## config.mk

```make
export PLATFORM = sky130hd
export DESIGN_NAME = control_sequencer
export DESIGN_NICKNAME = d
export VERILOG_FILES = /design/src/rtl/marc_ctrl_pkg.sv /design/src/rtl/branch_cond_eval.sv /design/src/rtl/control_sequencer.sv
export SDC_FILE = /design/constraint.sdc
export NUM_CORES = 1
export LEC_CHECK = 0
export ABC_AREA = 0
export BUFFER_PORTS_ARGS = -buffer_cell sky130_fd_sc_hd__buf_2
export CORE_MARGIN = 5
export CORE_UTILIZATION = 49
export DETAILED_ROUTE_END_ITERATION = 7
export PLACE_DENSITY = 0.79
export SETUP_SLACK_MARGIN = 0.2
export SLEW_MARGIN = 10
export SYNTH_ARGS = -nofsm -noshare
export SYNTH_HDL_FRONTEND = slang
export SYNTH_HIERARCHICAL = 1
export SYNTH_SLANG_ARGS = --single-unit
```

## constraint.sdc

```tcl
create_clock -name clk -period 2.75 [get_ports clk]
set_clock_uncertainty 0.1 [all_clocks]
set_input_delay 0.4125 -clock clk [delete_from_list [all_inputs] [get_ports clk]]
set_output_delay 0.4125 -clock clk [all_outputs]
set_load 0.01 [all_outputs]
```

## src/rtl/marc_ctrl_pkg.sv

```systemverilog
// -----------------------------------------------------------------------------
// marc_ctrl_pkg
// Shared definitions for the mARC control unit: interface widths, one-hot
// state indices and encodings, instruction class codes, branch condition
// codes and PSR flag positions. Also provides the decode helper used to flag
// undefined instruction classes.
// -----------------------------------------------------------------------------
package marc_ctrl_pkg;

    // Interface widths
    localparam int NSTATE = 13;
    localparam int IR_W   = 16;
    localparam int STAT_W = 5;

    // One-hot state bit positions
    localparam int S_FETCH     = 0;
    localparam int S_DECODE    = 1;
    localparam int S_OPERAND   = 2;
    localparam int S_ALU       = 3;
    localparam int S_SHIFT     = 4;
    localparam int S_MEM       = 5;
    localparam int S_EA        = 6;
    localparam int S_BRANCH    = 7;
    localparam int S_CALL_SAVE = 8;
    localparam int S_CALL_JMP  = 9;
    localparam int S_RET       = 10;
    localparam int S_PC_DISP   = 11;
    localparam int S_PC_INC    = 12;

    // Instruction classes (ir[15:12]); ir[15]=0 is always an ALU instruction
    localparam logic [3:0] CLS_SHIFT = 4'b1000;
    localparam logic [3:0] CLS_MEM   = 4'b1001;
    localparam logic [3:0] CLS_BR    = 4'b1010;
    localparam logic [3:0] CLS_CALL  = 4'b1011;
    localparam logic [3:0] CLS_RET   = 4'b1100;
    localparam logic [3:0] CLS_HALT  = 4'b1111;

    // Branch condition codes (ir[10:8])
    localparam logic [2:0] COND_JMP = 3'b000;
    localparam logic [2:0] COND_BA  = 3'b001;
    localparam logic [2:0] COND_BNE = 3'b010;
    localparam logic [2:0] COND_BE  = 3'b011;
    localparam logic [2:0] COND_BG  = 3'b100;
    localparam logic [2:0] COND_BLE = 3'b101;
    localparam logic [2:0] COND_BGE = 3'b110;
    localparam logic [2:0] COND_BL  = 3'b111;

    // PSR flag bit positions
    localparam int PSR_Z = 0;
    localparam int PSR_N = 1;
    localparam int PSR_V = 2;

    // One-hot state encoding; the value of each member has bit S_x set
    typedef enum logic [NSTATE-1:0] {
        ST_FETCH     = 13'h0001,
        ST_DECODE    = 13'h0002,
        ST_OPERAND   = 13'h0004,
        ST_ALU       = 13'h0008,
        ST_SHIFT     = 13'h0010,
        ST_MEM       = 13'h0020,
        ST_EA        = 13'h0040,
        ST_BRANCH    = 13'h0080,
        ST_CALL_SAVE = 13'h0100,
        ST_CALL_JMP  = 13'h0200,
        ST_RET       = 13'h0400,
        ST_PC_DISP   = 13'h0800,
        ST_PC_INC    = 13'h1000
    } state_e;

    // True when the word belongs to no defined instruction class
    function automatic logic is_illegal_class(input logic [IR_W-1:0] word);
        logic result;
        if (word[15] == 1'b0) begin
            result = 1'b0;
        end else begin
            case (word[15:12])
                CLS_SHIFT, CLS_MEM, CLS_BR,
                CLS_CALL, CLS_RET, CLS_HALT: result = 1'b0;
                default:                     result = 1'b1;
            endcase
        end
        return result;
    endfunction

endpackage

```

## src/rtl/branch_cond_eval.sv

```systemverilog
// -----------------------------------------------------------------------------
// branch_cond_eval
// Combinational branch condition evaluator. The same logic is used by the
// output-logic condition terms, so it is kept as a standalone block.
// Ports:
//   status  in  STAT_W  PSR flags (bit0=Z, bit1=N, bit2=V)
//   cond    in  3       condition code from ir[10:8]
//   taken   out 1       branch is taken
// -----------------------------------------------------------------------------
module branch_cond_eval
    import marc_ctrl_pkg::*;
(
    input  logic [STAT_W-1:0] status,
    input  logic [2:0]        cond,
    output logic              taken
);

    logic z_s;
    logic nxv_s;
    logic unused_status_s;

    assign z_s   = status[PSR_Z];
    assign nxv_s = status[PSR_N] ^ status[PSR_V];

    // Upper PSR bits do not participate in any condition
    assign unused_status_s = ^status[STAT_W-1:3];

    // Condition table
    always_comb begin
        taken = 1'b0;
        case (cond)
            COND_JMP: taken = 1'b1;
            COND_BA:  taken = 1'b1;
            COND_BNE: taken = ~z_s;
            COND_BE:  taken = z_s;
            COND_BG:  taken = ~z_s & ~nxv_s;
            COND_BLE: taken = z_s | nxv_s;
            COND_BGE: taken = ~nxv_s;
            COND_BL:  taken = nxv_s;
            default:  taken = 1'b0;
        endcase
    end

endmodule

```

## src/rtl/control_sequencer.sv

```systemverilog
// -----------------------------------------------------------------------------
// control_sequencer
// Next-state / state-register stage of the mARC control unit. Holds the
// instruction register and the 13-bit one-hot state vector that the output
// logic decodes into the datapath control word.
//
// Optional feature: define SINGLE_STEP_EN to add the step_mode/step ports.
// With step_mode=1 an instruction fetch completes only when mem_ready and
// step coincide; a step pulse without mem_ready is lost.
//
// Ports:
//   clk         in   1       rising-edge clock
//   rst_n       in   1       asynchronous active-low reset
//   mem_rdata   in   IR_W    instruction word from memory
//   mem_ready   in   1       memory handshake (used in FETCH and MEM only)
//   status      in   STAT_W  PSR flags, used in BRANCH only
//   resume      in   1       leave HALT, sampled in DECODE only
//   step_mode   in   1       single-step enable (SINGLE_STEP_EN only)
//   step        in   1       step pulse (SINGLE_STEP_EN only)
//   state       out  NSTATE  one-hot state vector
//   ir          out  IR_W    instruction register
//   halted      out  1       high while parked in DECODE on HALT
//   instr_done  out  1       high in the final state of an instruction
//   illegal     out  1       high in the DECODE cycle of an undefined class
// -----------------------------------------------------------------------------
module control_sequencer
    import marc_ctrl_pkg::*;
(
    input  logic              clk,
    input  logic              rst_n,
    input  logic [IR_W-1:0]   mem_rdata,
    input  logic              mem_ready,
    input  logic [STAT_W-1:0] status,
    input  logic              resume,
`ifdef SINGLE_STEP_EN
    input  logic              step_mode,
    input  logic              step,
`endif
    output logic [NSTATE-1:0] state,
    output logic [IR_W-1:0]   ir,
    output logic              halted,
    output logic              instr_done,
    output logic              illegal
);

    state_e            state_r;
    state_e            state_nxt_s;
    logic [IR_W-1:0]   ir_r;
    logic [IR_W-1:0]   ir_nxt_s;
    logic              halted_r;
    logic              halted_nxt_s;
    logic              done_r;
    logic              done_nxt_s;
    logic              illegal_r;
    logic              illegal_nxt_s;
    logic              capture_s;
    logic              taken_s;

    // Fetch completion qualifier
`ifdef SINGLE_STEP_EN
    assign capture_s = mem_ready & (~step_mode | step);
`else
    assign capture_s = mem_ready;
`endif

    branch_cond_eval u_branch_cond_eval (
        .status (status),
        .cond   (ir_r[10:8]),
        .taken  (taken_s)
    );

    // Next state, IR capture and next values of the registered flags
    always_comb begin
        state_nxt_s   = state_r;
        ir_nxt_s      = ir_r;
        illegal_nxt_s = 1'b0;
        case (state_r)
            ST_FETCH: begin
                if (capture_s) begin
                    ir_nxt_s      = mem_rdata;
                    state_nxt_s   = ST_DECODE;
                    // Flag is raised during the DECODE cycle of the new word
                    illegal_nxt_s = is_illegal_class(mem_rdata);
                end else begin
                    state_nxt_s   = ST_FETCH;
                end
            end
            ST_DECODE: begin
                if (ir_r[15] == 1'b0) begin
                    if (ir_r[4] == 1'b1) begin
                        state_nxt_s = ST_OPERAND;
                    end else begin
                        state_nxt_s = ST_ALU;
                    end
                end else begin
                    case (ir_r[15:12])
                        CLS_SHIFT: state_nxt_s = ST_SHIFT;
                        CLS_MEM:   state_nxt_s = ST_EA;
                        CLS_BR:    state_nxt_s = ST_BRANCH;
                        CLS_CALL:  state_nxt_s = ST_CALL_SAVE;
                        CLS_RET:   state_nxt_s = ST_RET;
                        CLS_HALT: begin
                            if (resume) begin
                                state_nxt_s = ST_PC_INC;
                            end else begin
                                state_nxt_s = ST_DECODE;
                            end
                        end
                        // Undefined class completes as a NOP
                        default:   state_nxt_s = ST_PC_INC;
                    endcase
                end
            end
            ST_OPERAND:   state_nxt_s = ST_ALU;
            ST_ALU:       state_nxt_s = ST_PC_INC;
            ST_SHIFT:     state_nxt_s = ST_PC_INC;
            ST_EA:        state_nxt_s = ST_MEM;
            ST_MEM: begin
                if (mem_ready) begin
                    state_nxt_s = ST_PC_INC;
                end else begin
                    state_nxt_s = ST_MEM;
                end
            end
            ST_BRANCH: begin
                if (taken_s) begin
                    state_nxt_s = ST_PC_DISP;
                end else begin
                    state_nxt_s = ST_PC_INC;
                end
            end
            ST_CALL_SAVE: state_nxt_s = ST_CALL_JMP;
            ST_CALL_JMP:  state_nxt_s = ST_FETCH;
            ST_RET:       state_nxt_s = ST_FETCH;
            ST_PC_DISP:   state_nxt_s = ST_FETCH;
            ST_PC_INC:    state_nxt_s = ST_FETCH;
            // A corrupted (non one-hot) vector restarts at FETCH
            default:      state_nxt_s = ST_FETCH;
        endcase
    end

    // Flags are computed from the next state so that they line up with it
    always_comb begin
        halted_nxt_s = (state_nxt_s == ST_DECODE) && (ir_nxt_s[15:12] == CLS_HALT);
        done_nxt_s   = (state_nxt_s == ST_CALL_JMP) || (state_nxt_s == ST_RET) ||
                       (state_nxt_s == ST_PC_DISP)  || (state_nxt_s == ST_PC_INC);
    end

    // State vector, IR and output flag registers
    always_ff @(posedge clk or negedge rst_n) begin
        if (!rst_n) begin
            state_r   <= ST_FETCH;
            ir_r      <= {IR_W{1'b0}};
            halted_r  <= 1'b0;
            done_r    <= 1'b0;
            illegal_r <= 1'b0;
        end else begin
            state_r   <= state_nxt_s;
            ir_r      <= ir_nxt_s;
            halted_r  <= halted_nxt_s;
            done_r    <= done_nxt_s;
            illegal_r <= illegal_nxt_s;
        end
    end

    assign state      = state_r;
    assign ir         = ir_r;
    assign halted     = halted_r;
    assign instr_done = done_r;
    assign illegal    = illegal_r;

endmodule

```

# After elaboration in Yosys (flattened, before gate mapping)
# Cells that the tools add are included.
# totals
n_memories	0
ff_bits	32
rom_bits	0
out_inout_bits	32
ram_bits	0
wordCells	69
latch_bits	0
input_bits	25
# op_classes
eq_ne	34
n_div	0
n_bitwise	5
n_reduce_logical	9
add_sub_neg	0
muxes	15
magnitude_cmp	0
shift	0
n_mul	0
# ops
operator	n
case mux 13 bit (8 select lines)	1
case mux 13 bit (6 select lines)	1
== test 4 bit, second input constant	13
two-way mux 13 bit	4
two-way mux 16 bit	2
== test 13 x 2 -> 1 bit, second input constant	2
== test 13 x 1 -> 1 bit, second input constant	1
== test 13 x 10 -> 1 bit, second input constant	1
== test 13 x 11 -> 1 bit, second input constant	1
== test 13 x 12 -> 1 bit, second input constant	1
== test 13 bit, second input constant	1
== test 13 x 3 -> 1 bit, second input constant	1
== test 13 x 4 -> 1 bit, second input constant	1
== test 13 x 5 -> 1 bit, second input constant	1
== test 13 x 6 -> 1 bit, second input constant	1
== test 13 x 7 -> 1 bit, second input constant	1
== test 13 x 8 -> 1 bit, second input constant	1
== test 13 x 9 -> 1 bit, second input constant	1
== test 3 bit, second input constant	4
case mux 1 bit (7 select lines)	1
== test 3 x 2 -> 1 bit, second input constant	2
OR reduction 6 bit	1
two-way mux 1 bit	4
two-way mux 4 bit	1
other kinds (11)	15

# Longest topological paths before layout
# Gate-level depths: netlist (run 1).
# logic_depth
word_depth	10
depth_mapped	6
ltp_nobuf	5

# Hierarchy
# The synthesis (run 1) kept the hierarchy.
# by_module_without_submodules
mod	instances	seq_area_each_um2	cells_each	area_per_inst_um2
control_sequencer	1	802.0	126	1508.9
branch_cond_eval	1	0.0	9	75.1

# Worst setup path after synthesis (run 1)
# No wires, ideal clock.
# synth_timing
path_type	register to register
from	register state_r[4] (netlist: state[4])
to	register ir_r[12] (netlist: ir[12])
period_less_slack_ns	2.436
arrival_time_ns	2.211
t_required_ns	2.525
n_path_buf	2
path_stages_with_launch	6
setup_ns	0.125
path_slack_ns	0.314
path_cell_list	dfrtp_1 or4_1 buf_2 nor4_4 buf_4 mux2_2
# synth_between
elab_chain_cells	2
# synth_lines
element	line	rtl
from (decl)	control_sequencer.sv:46	state_e state_r;
from (signal assigned)	control_sequencer.sv:158	state_r <= state_nxt_s;
== test 13 x 1 -> 1 bit	control_sequencer.sv:77	case (state_r)
two-way mux 16 bit	control_sequencer.sv:77	
via ir_nxt_s[12]	control_sequencer.sv:49	logic [IR_W-1:0] ir_nxt_s;
to (signal assigned)	control_sequencer.sv:153	ir_r <= {IR_W{1'b0}};
to (signal assigned)	control_sequencer.sv:159	ir_r <= ir_nxt_s;
to (decl)	control_sequencer.sv:48	logic [IR_W-1:0] ir_r;
# The timed path passes the listed nets, and every way through them passes these cells.
# A chain may end at the register's enable or synchronous reset.

# Worst setup path after layout (run 1)
# layout_timing
from	register state_r[4] (netlist: state[4])
to	register done_r (netlist: instr_done)
# layout_between
elab_chain_cells	7
word_cells_on_any_way	18
cone_classes	eq/ne: 13; mux: 1; reduce/logical: 4
# layout_lines
element	line	rtl
== test 13 x 5 -> 1 bit or == test 13 x 4 -> 1 bit (tied branches)	control_sequencer.sv:77	
OR reduction 2 bit (no line)	--	
case mux 13 bit (8 select lines) (*)	control_sequencer.sv:77	
== test 13 x 10 -> 1 bit or == test 13 x 11 -> 1 bit (tied branches)	control_sequencer.sv:145	done_nxt_s = (state_nxt_s == ST_CALL_JMP) || (state_nxt_s == ST_RET) ||
logical OR 1 bit (2 in series)	control_sequencer.sv:145	
logical OR 1 bit (*)	control_sequencer.sv:146	(state_nxt_s == ST_PC_DISP) || (state_nxt_s == ST_PC_INC);
via done_nxt_s	control_sequencer.sv:53	logic done_nxt_s;
to (signal assigned)	control_sequencer.sv:161	done_r <= done_nxt_s;
to (decl)	control_sequencer.sv:52	logic done_r;
# Mark *: on every way through the listed nets, which the timed path passes. The rest lies on a longest branch.

==> flow_summary.yaml, run 1 <==
global_route:
  grt-ovfl-total: 0
  track_usage_pct: 17.37
  grt_start_max_net_pins: 33
  grt_pass1_wl_microns: 5844
  grt_pass1_vias: 1269
  antenna_found_initial: 0
yosys:
  netlist_instances: 135
  ys_async_sr_fraction_pct: 100.0
  synthAdderAreaFrac_pct: 0
  synth_mux_area_share_pct: 12.24
  ys.flop_type: "dfrtp_1"
  yosysWarningCount: 6
  synth_fp_nets: 160
  synth-compound-area-share_pct: 9.084
  syn_avg_cell_area_sq_um: 11.73
  synth-xor-area-share_pct: 2.765
  synth-seq-cells: 32
  yosysSeqAreaShare_pct: 50.63
  synth.top_cell.area_share_pct: 48.97
  synth_top_family_by_area: "simple AND/OR/NAND/NOR gates"
  yosysTopAreaCell: "dfrtp_1"
  synth_area_leaders: "dfrtp_1 49%, mux2_2 11%, or4_1 2.8%"
  syn_area_sq_um: 1584
  yosys.area_share.simple_pct: 21.96
  synth_edf_count: 0
  synth_cell_type_count: 43
worst_setup_path:
  crit_arrival_ns: 2.62
  r2r_slack_ns: 0.27
  crit_required_ns: 2.89
  cp_max_fo: 7
  critPathBufInv: 0
  crit_path_end_kind: "flip-flop"
  cp-start-kind: "flip-flop"
  cp_cell_sequence: "or4_1 -> or3_1 -> or4_4 -> o2111ai_2"
  crit_slowest_cell: "or4_1"
  slowest_delay_ns: 0.69
  critPathLaunch: "state[4]$_DFF_PN0_"
  crit_family: "simple AND/OR/NAND/NOR gates"
  r2r-start: "state[4]$_DFF_PN0_"
  critPathKind: "flip-flop to flip-flop"
power_and_ir_drop:
  leakage_nw: 0.9625
  irDropWorstVdd_mv: 0.5639
  p_per_area_nw_per_um2: 1019
clock_network:
  cts_tree: "built"
  htree_levels: 2
  cts_buffers: 5
  clockBufferDepth: 2
  clockRootBuffer: "clkbuf_4"
  clock-sinks: 32
  cts_hold_buffers: 0
  clk_pin_slew_worst_paths_ns: 0.09
  clk_latency_ns: 0.32
finish:
  drive_above_1_share_pct: 47.09
  final_cell_mix: "54 x buf_2, 31 x dfrtp_1, 15 x mux2_2, 10 x nor2_1, 7 x nor3_1"
  final_common_cell: "buf_2"
  syn_to_final_growth_pct: 24.25
  final_cells: 233
  nets: 213
  insertedDiodeCount: 0
  final_area_sq_um: 1968
die:
  die_h_microns: 66.86
  num_rows: 20
  core_area_sq_um: 3078
  start_util_pct: 51.46
  die_w_microns: 66.86
  io_pins: 57
  die-area_sq_um: 4470
sta:
  final_max_slew_viol_count: 0
  tightestPinTransition_ns: 0.6861
  rsz0062_at_grt: "false"
  fin_ws_ns: 0.2697
  final.min_clock_period_ns: 2.480
  setup_tns_ns: 0
  max_freq_ghz: 0.4032
  final.period_utilization_pct: 90.19
  finalSetupViolCount: 0
  hold_violations: 0
  max_slew_margin_pct: 54.26
place:
  dp_hpwl_microns: 2609
  dp_slack_ns: 0.2952
  dpl.cell_count: 225
  port_buffers: 54
  place_congestion: 0.7973
  placed_area_sq_um: 1888
routing:
  firstDrtPassIters: 4
  dr_wl_met2_microns: 1732
  postRouteAntennaNets: 0
  wl_microns: 3433
  wl_met3_microns: 238
  num_vias: 1295
  via_per_inst: 5.558
  wl_met1_microns: 1383
  routedWlPerCell_microns: 14.73
  highest-signal-layer: "met4"
  drt_iter0_markers: 61
  drc: 0
min_path:
  hp-class: "primary input to async pin"
status:
  status: "finished clean"
run:
  drv_cap: 0
-- through the flow --
step	util [%]	total power [mW]	hold slack [ns]
floorplan	-	1.379	0.01691
global placement	61.34	1.637	0.3850
detailed placement	61.34	1.682	0.3919
CTS	63.82	2.029	0.03980
global route	63.94	2.159	0.06923
finish	63.94	2.006	0.02414
-- metal layers --
| metal | vias to the layer above | GRT usage (%) |
|---|---|---|
| met4 | 0 | 6.076 |
| met3 | 9 | 5.059 |
| li1 | 615 | - |
| met1 | 621 | 21.10 |
| met5 | - | 0 |
| met2 | 50 | 29.21 |
-- cells by family after synthesis --
group | Yosys count
and+or+nand+nor | 53
DFF | 32
muxes | 17
AOI/OAI and AO/OA | 16
buffers and inverters | 12
xor gates and xnor gates | 5
-- what timing repair did --
| item | 4_1_cts | 5_1_grt |
|---|---|---|
| endpoints found under the setup margin | 0 | 1 |
| buffers inserted | 0 | 0 |
| resized for setup | 0 | 1 |
| endpoints found under the hold margin | 0 | 0 |
-- cell type report --
type                    instances  area [sq um]
fillers                       245          1110
flip-flops and latches         32         802.0
multi-input cells              91         733.2
repair buffers                 55         290.3
well taps                      44         55.05
clock buffers                   6         41.29
clock inverters                 2         35.03
inverters                       3         11.26
-- report_power, final --
group,internal [mW],switching [mW]
logic,0.453,0.399
clock network,0.191,0.152
registers,0.629,0.182
total,1.27,0.733
-- synthesized netlist by cell type, drive strengths merged (2+ instances only) --
master / instances
or2: 2
o21ai: 2
buf: 6
or3: 2
xor2: 4
inv: 3
o31a: 2
o211ai: 2
or3b: 2
nor4: 5
nand3: 5
mux2: 16
nor3b: 2
nor2: 10
nand2: 3
or4: 7
dfrtp: 31
nor3: 7
clkbuf: 3
a21oi: 3
-- worst paths after layout --
check                                       end  depth (start not counted)
max                        instr_done$_DFF_PN0_                          4
min                           ir[9]$_DFFE_PN0N_                          1
max reg2reg                instr_done$_DFF_PN0_                          4
min reg2reg                   ir[0]$_DFFE_PN0N_                          1
max in group asynchronous    state[5]$_DFF_PN0_                          1
min in group clk              ir[9]$_DFFE_PN0N_                          2
-- flip-flops by register name, summed over array words and instances (netlist names) --
register,cells
ir,16
instr_done,1
state,13
illegal,1
halted,1
-- worst register-to-register path: stages (launching register included) --
cell       delay, ns
dfrtp_1         0.46
or4_1           0.69
or3_1           0.48
or4_4           0.59
o2111ai_2       0.09
Power figures use the tool's default switching activity.
==> run 2: changes to the inputs <==
- CORE_ASPECT_RATIO: not set -> 2
- CORE_MARGIN: 5 -> 4
- GPL_ROUTABILITY_DRIVEN: not set -> 0
==> run 2 against run 1 <==
Net effect: sequential share of layout area up 0.10 points; register-to-register slack better by 0.02 ns; first-iteration DRC count down 69%; via count down 0.54%; critical path type unchanged.
==> flow_summary.yaml, run 2 (same netlist as run 1, synthesis figures left out) <==
routing:
  drc: 0
  dr_wl_met2_microns: 1995
  firstDrtPassIters: 4
  wl_met3_microns: 232
  via_per_inst: 5.855
  highest-signal-layer: "met4"
  routedWlPerCell_microns: 16.46
  num_vias: 1288
  wl_microns: 3621
  drt_iter0_markers: 19
  wl_met1_microns: 1308
  postRouteAntennaNets: 0
global_route:
  antenna_found_initial: 0
  track_usage_pct: 18.96
  grt_start_max_net_pins: 33
  grt_pass1_vias: 1254
  grt_pass1_wl_microns: 5602
  grt-ovfl-total: 0
worst_setup_path:
  crit_path_end_kind: "flip-flop"
  reg2reg_depth: 4
  endpoint: "state[12]$_DFF_PN0_"
  r2r_slack_ns: 0.29
  crit_arrival_ns: 2.58
  cp_max_fo: 6
  r2r-start: "state[9]$_DFF_PN0_"
  r2r_end: "state[12]$_DFF_PN0_"
  critPathKind: "flip-flop to flip-flop"
  cp-start-kind: "flip-flop"
  critPathLaunch: "state[9]$_DFF_PN0_"
  crit_required_ns: 2.87
run:
  drv_cap: 0
finish:
  final_common_cell: "buf_2"
  largest_reg_flops: 16
  insertedDiodeCount: 0
  final_cell_mix: "54 x buf_2, 31 x dfrtp_1, 15 x mux2_2, 10 x nor2_1, 7 x nor3_1"
  syn_to_final_growth_pct: 23.93
  nets: 213
  fillers: 259
  drive_above_1_share_pct: 47.62
die:
  num_rows: 29
  io_pins: 57
  start_util_pct: 50.18
  die_h_microns: 88.41
  core_area_sq_um: 3157
  die_w_microns: 48.21
  die-area_sq_um: 4262
sta:
  holdWs_ns: 0.06499
  fin_ws_ns: 0.2863
  final.period_utilization_pct: 89.59
  finalSetupViolCount: 0
  max_slew_margin_pct: 53.91
  tightestPinTransition_ns: 0.6914
  final.min_clock_period_ns: 2.464
  final_max_slew_viol_count: 0
  hold_violations: 0
  setup_tns_ns: 0
  rsz0062_at_grt: "false"
  max_freq_ghz: 0.4059
power_and_ir_drop:
  p_per_area_nw_per_um2: 1031
  irDropWorstVdd_mv: 0.7281
  total_power_mw: 2.023
  leakage_nw: 0.9681
status:
  status: "finished clean"
clock_network:
  clk_pin_slew_worst_paths_ns: 0.07
  cts_hold_buffers: 0
  clockRootBuffer: "clkbuf_8"
  clk_latency_ns: 0.29
  cts_setup_buffers: 0
  cts_buffers: 5
  clock-sinks: 32
  clockBufferDepth: 2
  cts_tree: "built"
  htree_levels: 2
place:
  dp_hpwl_microns: 2734
  dp_slack_ns: 0.3057
  port_buffers: 54
min_path:
  hp-class: "primary input to async pin"
## run 2: layer usage
metal / vias to the layer above / GRT usage, %
met5: - / 0
li1: 613 / -
met3: 8 / 4.073
met4: 0 / 10.78
met2: 47 / 32.74
met1: 620 / 19.50
## run 2: worst max-delay path, cell delays in order (launching register included)
cell	delay [ns]
dfrtp_1	0.37
or4_1	0.67
or4_1	0.56
or4b_4	0.55
o211ai_2	0.15
## run 2: worst min path at each step
stage,start,to,slack [ns],depth (start not counted)
4_1_cts,rst_n,state[10]$_DFF_PN0_,0.09,1
3_5_place_dp,ir[2]$_DFFE_PN0N_,ir[2]$_DFFE_PN0N_,0.39,1
5_1_grt,rst_n,state[10]$_DFF_PN0_,0.12,1
3_3_place_gp,rst_n,state[7]$_DFF_PN0_,0.38,1
2_1_floorplan,rst_n,halted$_DFF_PN0_,0.02,0
6_report,rst_n,state[4]$_DFF_PN0_,0.06,1
## run 2: final cells by class
type	instances	area, sq um	area share, %
flip-flops and latches	32	802.0	40.85
multi-input cells	91	733.2	37.35
repair buffers	55	290.3	14.79
clock buffers	5	68.82	3.505
well taps	31	38.79	1.976
clock inverters	3	18.77	0.9560
inverters	3	11.26	0.5736
## run 2: through the flow
step                instance area, sq um  instances  utilization (%)
floorplan                           1584        135                -
global placement                    1872        212            59.29
detailed placement                  1872        212            59.29
CTS                                 1959        220            62.07
global route                        1963        220            62.19
finish                              1963        220            62.19
## run 2: what timing repair did
item                       in CTS  in global routing
setup endpoints to repair       0                  1
hold endpoints to repair        0                  0
resized for setup               0                  1
## run 2: power breakdown
group / total (mW) / switching (mW) / internal, mW
logic: 0.854 / 0.403 / 0.451
clock network: 0.352 / 0.177 / 0.176
registers: 0.817 / 0.186 / 0.631
==> run 3: changes to the inputs <==
- ABC_AREA: 0 -> 1
- CORE_UTILIZATION: 49 -> 50
==> run 3 against run 2 <==
Net effect: critical path depth grew 3; sequential power shrank 9.7%; setup slack gained 0.65 ns; synthesized cell count grew 67%; largest power group unchanged; highest routed layer unchanged.
==> flow_summary.yaml, run 3 <==
worst_setup_path:
  cp_max_fo: 14
  critPathLaunch: "state[0]$_DFF_PN1_"
  crit_path_end_kind: "flip-flop"
  crit_required_ns: 2.87
  cp-start-kind: "flip-flop"
  r2r-start: "state[0]$_DFF_PN1_"
  crit_arrival_ns: 1.94
  critPathKind: "flip-flop to flip-flop"
routing:
  drt_iter0_markers: 45
  drc: 0
  wl_microns: 4283
  firstDrtPassIters: 4
  routedWlPerCell_microns: 12.94
  num_vias: 1659
  via_per_inst: 5.012
  postRouteAntennaNets: 0
clock_network:
  ctsResizeCount: 0
  clock-sinks: 32
  clk_latency_ns: 0.29
  cts_buffers: 5
  cts_setup_buffers: 0
  cts_hold_buffers: 0
  clk_pin_slew_worst_paths_ns: 0.07
  htree_levels: 2
  clockRootBuffer: "clkbuf_8"
  cts_tree: "built"
  clockBufferDepth: 2
sta:
  final.min_clock_period_ns: 1.814
  max_slew_margin_pct: 53.18
  finalSetupViolCount: 0
  final.period_utilization_pct: 65.98
  rsz0062_at_grt: "false"
  final_max_slew_viol_count: 0
  hold_violations: 0
  tightestPinTransition_ns: 0.7022
  max_freq_ghz: 0.5511
  setup_tns_ns: 0
power_and_ir_drop:
  irDropWorstVdd_mv: 0.6262
  p_per_area_nw_per_um2: 1024
  clock_power_share_pct: 22.3
  p_sw_mw: 0.9652
  pwr-share-comb_pct: 44.9
  p_int_mw: 1.281
  p_sw_share_pct: 42.97
  seqPwrFrac_pct: 32.9
  total_power_mw: 2.246
  leakage_nw: 1.245
global_route:
  grt.busiest_layer: "met2"
  grtUsageMet3_pct: 3.704
  grt_start_max_net_pins: 33
  met2_usage_pct: 37.66
  grt_pass1_vias: 1645
  grt_pass1_wl_microns: 6927
  grtUsageMet1_pct: 18.03
  track_usage_pct: 19.99
  grt-ovfl-total: 0
  antenna_found_initial: 0
yosys:
  synth_fp_nets: 250
  syn_avg_cell_area_sq_um: 7.924
  synth.top_cells.by_count: "64 x nand2_1, 31 x dfrtp_1, 25 x inv_1"
  yosysSeqAreaShare_pct: 44.98
  yosysWarningCount: 6
  synth_mux_area_share_pct: 0
  yosysTopAreaCell: "dfrtp_1"
  synth.top_cell.area_share_pct: 43.51
  synth_cell_type_count: 30
  synth_top_family_by_area: "simple AND/OR/NAND/NOR gates"
  netlist_instances: 225
  synth-compound-area-share_pct: 4.561
  ys.flop_type: "dfrtp_1"
  synth-seq-cells: 32
  synth-xor-area-share_pct: 0
  synthAdderAreaFrac_pct: 0
  synth_edf_count: 0
  yosys.area_share.simple_pct: 41.54
  syn_area_sq_um: 1783
  yosysMostFrequentCell: "nand2_1"
  synth_area_leaders: "dfrtp_1 44%, nand2_1 13%, nand3_1 5.6%"
  ys_async_sr_fraction_pct: 100.0
min_path:
  hp-class: "primary input to async pin"
die:
  start_util_pct: 52.20
  die-area_sq_um: 4643
  io_pins: 57
  num_rows: 30
  core_area_sq_um: 3416
  die_w_microns: 50.23
  die_h_microns: 92.45
place:
  placed_area_sq_um: 2068
  dp_hpwl_microns: 3356
  port_buffers: 54
finish:
  insertedDiodeCount: 0
  fillers: 319
  final_cell_mix: "64 x nand2_1, 54 x buf_2, 31 x dfrtp_1, 25 x inv_1, 20 x nand3_1"
  final_common_cell: "nand2_1"
  final_area_sq_um: 2195
  syn_to_final_growth_pct: 23.09
  largest_reg_flops: 16
  drive_above_1_share_pct: 33.57
  nets: 307
run:
  drv_cap: 0
status:
  status: "finished clean"
run 3: path summary, 6_finish.rpt:
path,cells past startpoint,slack (ns),end
setup / recovery,7,0.94,illegal$_DFF_PN0_
hold reg to reg,2,0.38,ir[0]$_DFFE_PN0N_
setup reg to reg,7,0.94,illegal$_DFF_PN0_
min in group clk,3,0.22,ir[2]$_DFFE_PN0N_
hold / removal,1,0.07,state[9]$_DFF_PN0_
max in group asynchronous,1,2.02,illegal$_DFF_PN0_
run 3: layout make-up:
type | instances | area, sq um | area share (%)
Sequential cell | 32 | 802.0 | 36.55
Inverter | 30 | 113.9 | 5.188
Tap cell | 48 | 60.06 | 2.737
Timing Repair Buffer | 54 | 270.3 | 12.31
Multi-Input combinational cell | 159 | 822.0 | 37.46
Clock buffer | 7 | 96.34 | 4.390
Clock inverter | 1 | 30.03 | 1.368
run 3: per-layer routing:
| layer | vias up | share of wire [%] |
|---|---|---|
| met4 | 0 | 3.6 |
| met3 | 11 | 5.9 |
| met5 | - | 0 |
| met1 | 770 | 31 |
| li1 | 818 | - |
| met2 | 60 | 59 |
run 3: critical path, cell delays in order, from the launching register on:
cell	delay, ns
dfstp_2	0.54
inv_1	0.06
nor2_1	0.09
nand2_1	0.13
nor2_8	0.18
nand3_4	0.19
clkinv_2	0.26
o2111a_1	0.21
run 3: cells by family (layout without fill, tap and decap cells):
logic type | after synthesis | count (layout)
buffers and inverters | 34 | 92
AO/OA/AOI/OAI | 14 | 14
AND/OR/NAND/NOR | 145 | 145
flip-flops | 32 | 32
run 3: metrics by stage:
stage / util [%] / instances / hold slack, ns / setup WS [ns]
floorplan: - / 225 / 0.01691 / 1.211
global placement: 60.55 / 323 / 0.3604 / 0.9693
detailed placement: 60.55 / 323 / 0.3637 / 0.9451
global route: 64.25 / 331 / 0.1260 / 0.8056
CTS: 64.25 / 331 / 0.09369 / 0.9110
finish: 64.25 / 331 / 0.06611 / 0.9356
run 3: power groups by stage:
stage / clock network [mW] / logic (mW) / registers, mW
after CTS: 0.507 / 1.02 / 0.739
after global placement: 0 / 0.987 / 0.744
after floorplan: 0 / 0.671 / 0.803
final: 0.501 / 1.01 / 0.738
after global routing: 0.526 / 1.13 / 0.763
after detailed placement: 0 / 1.01 / 0.744
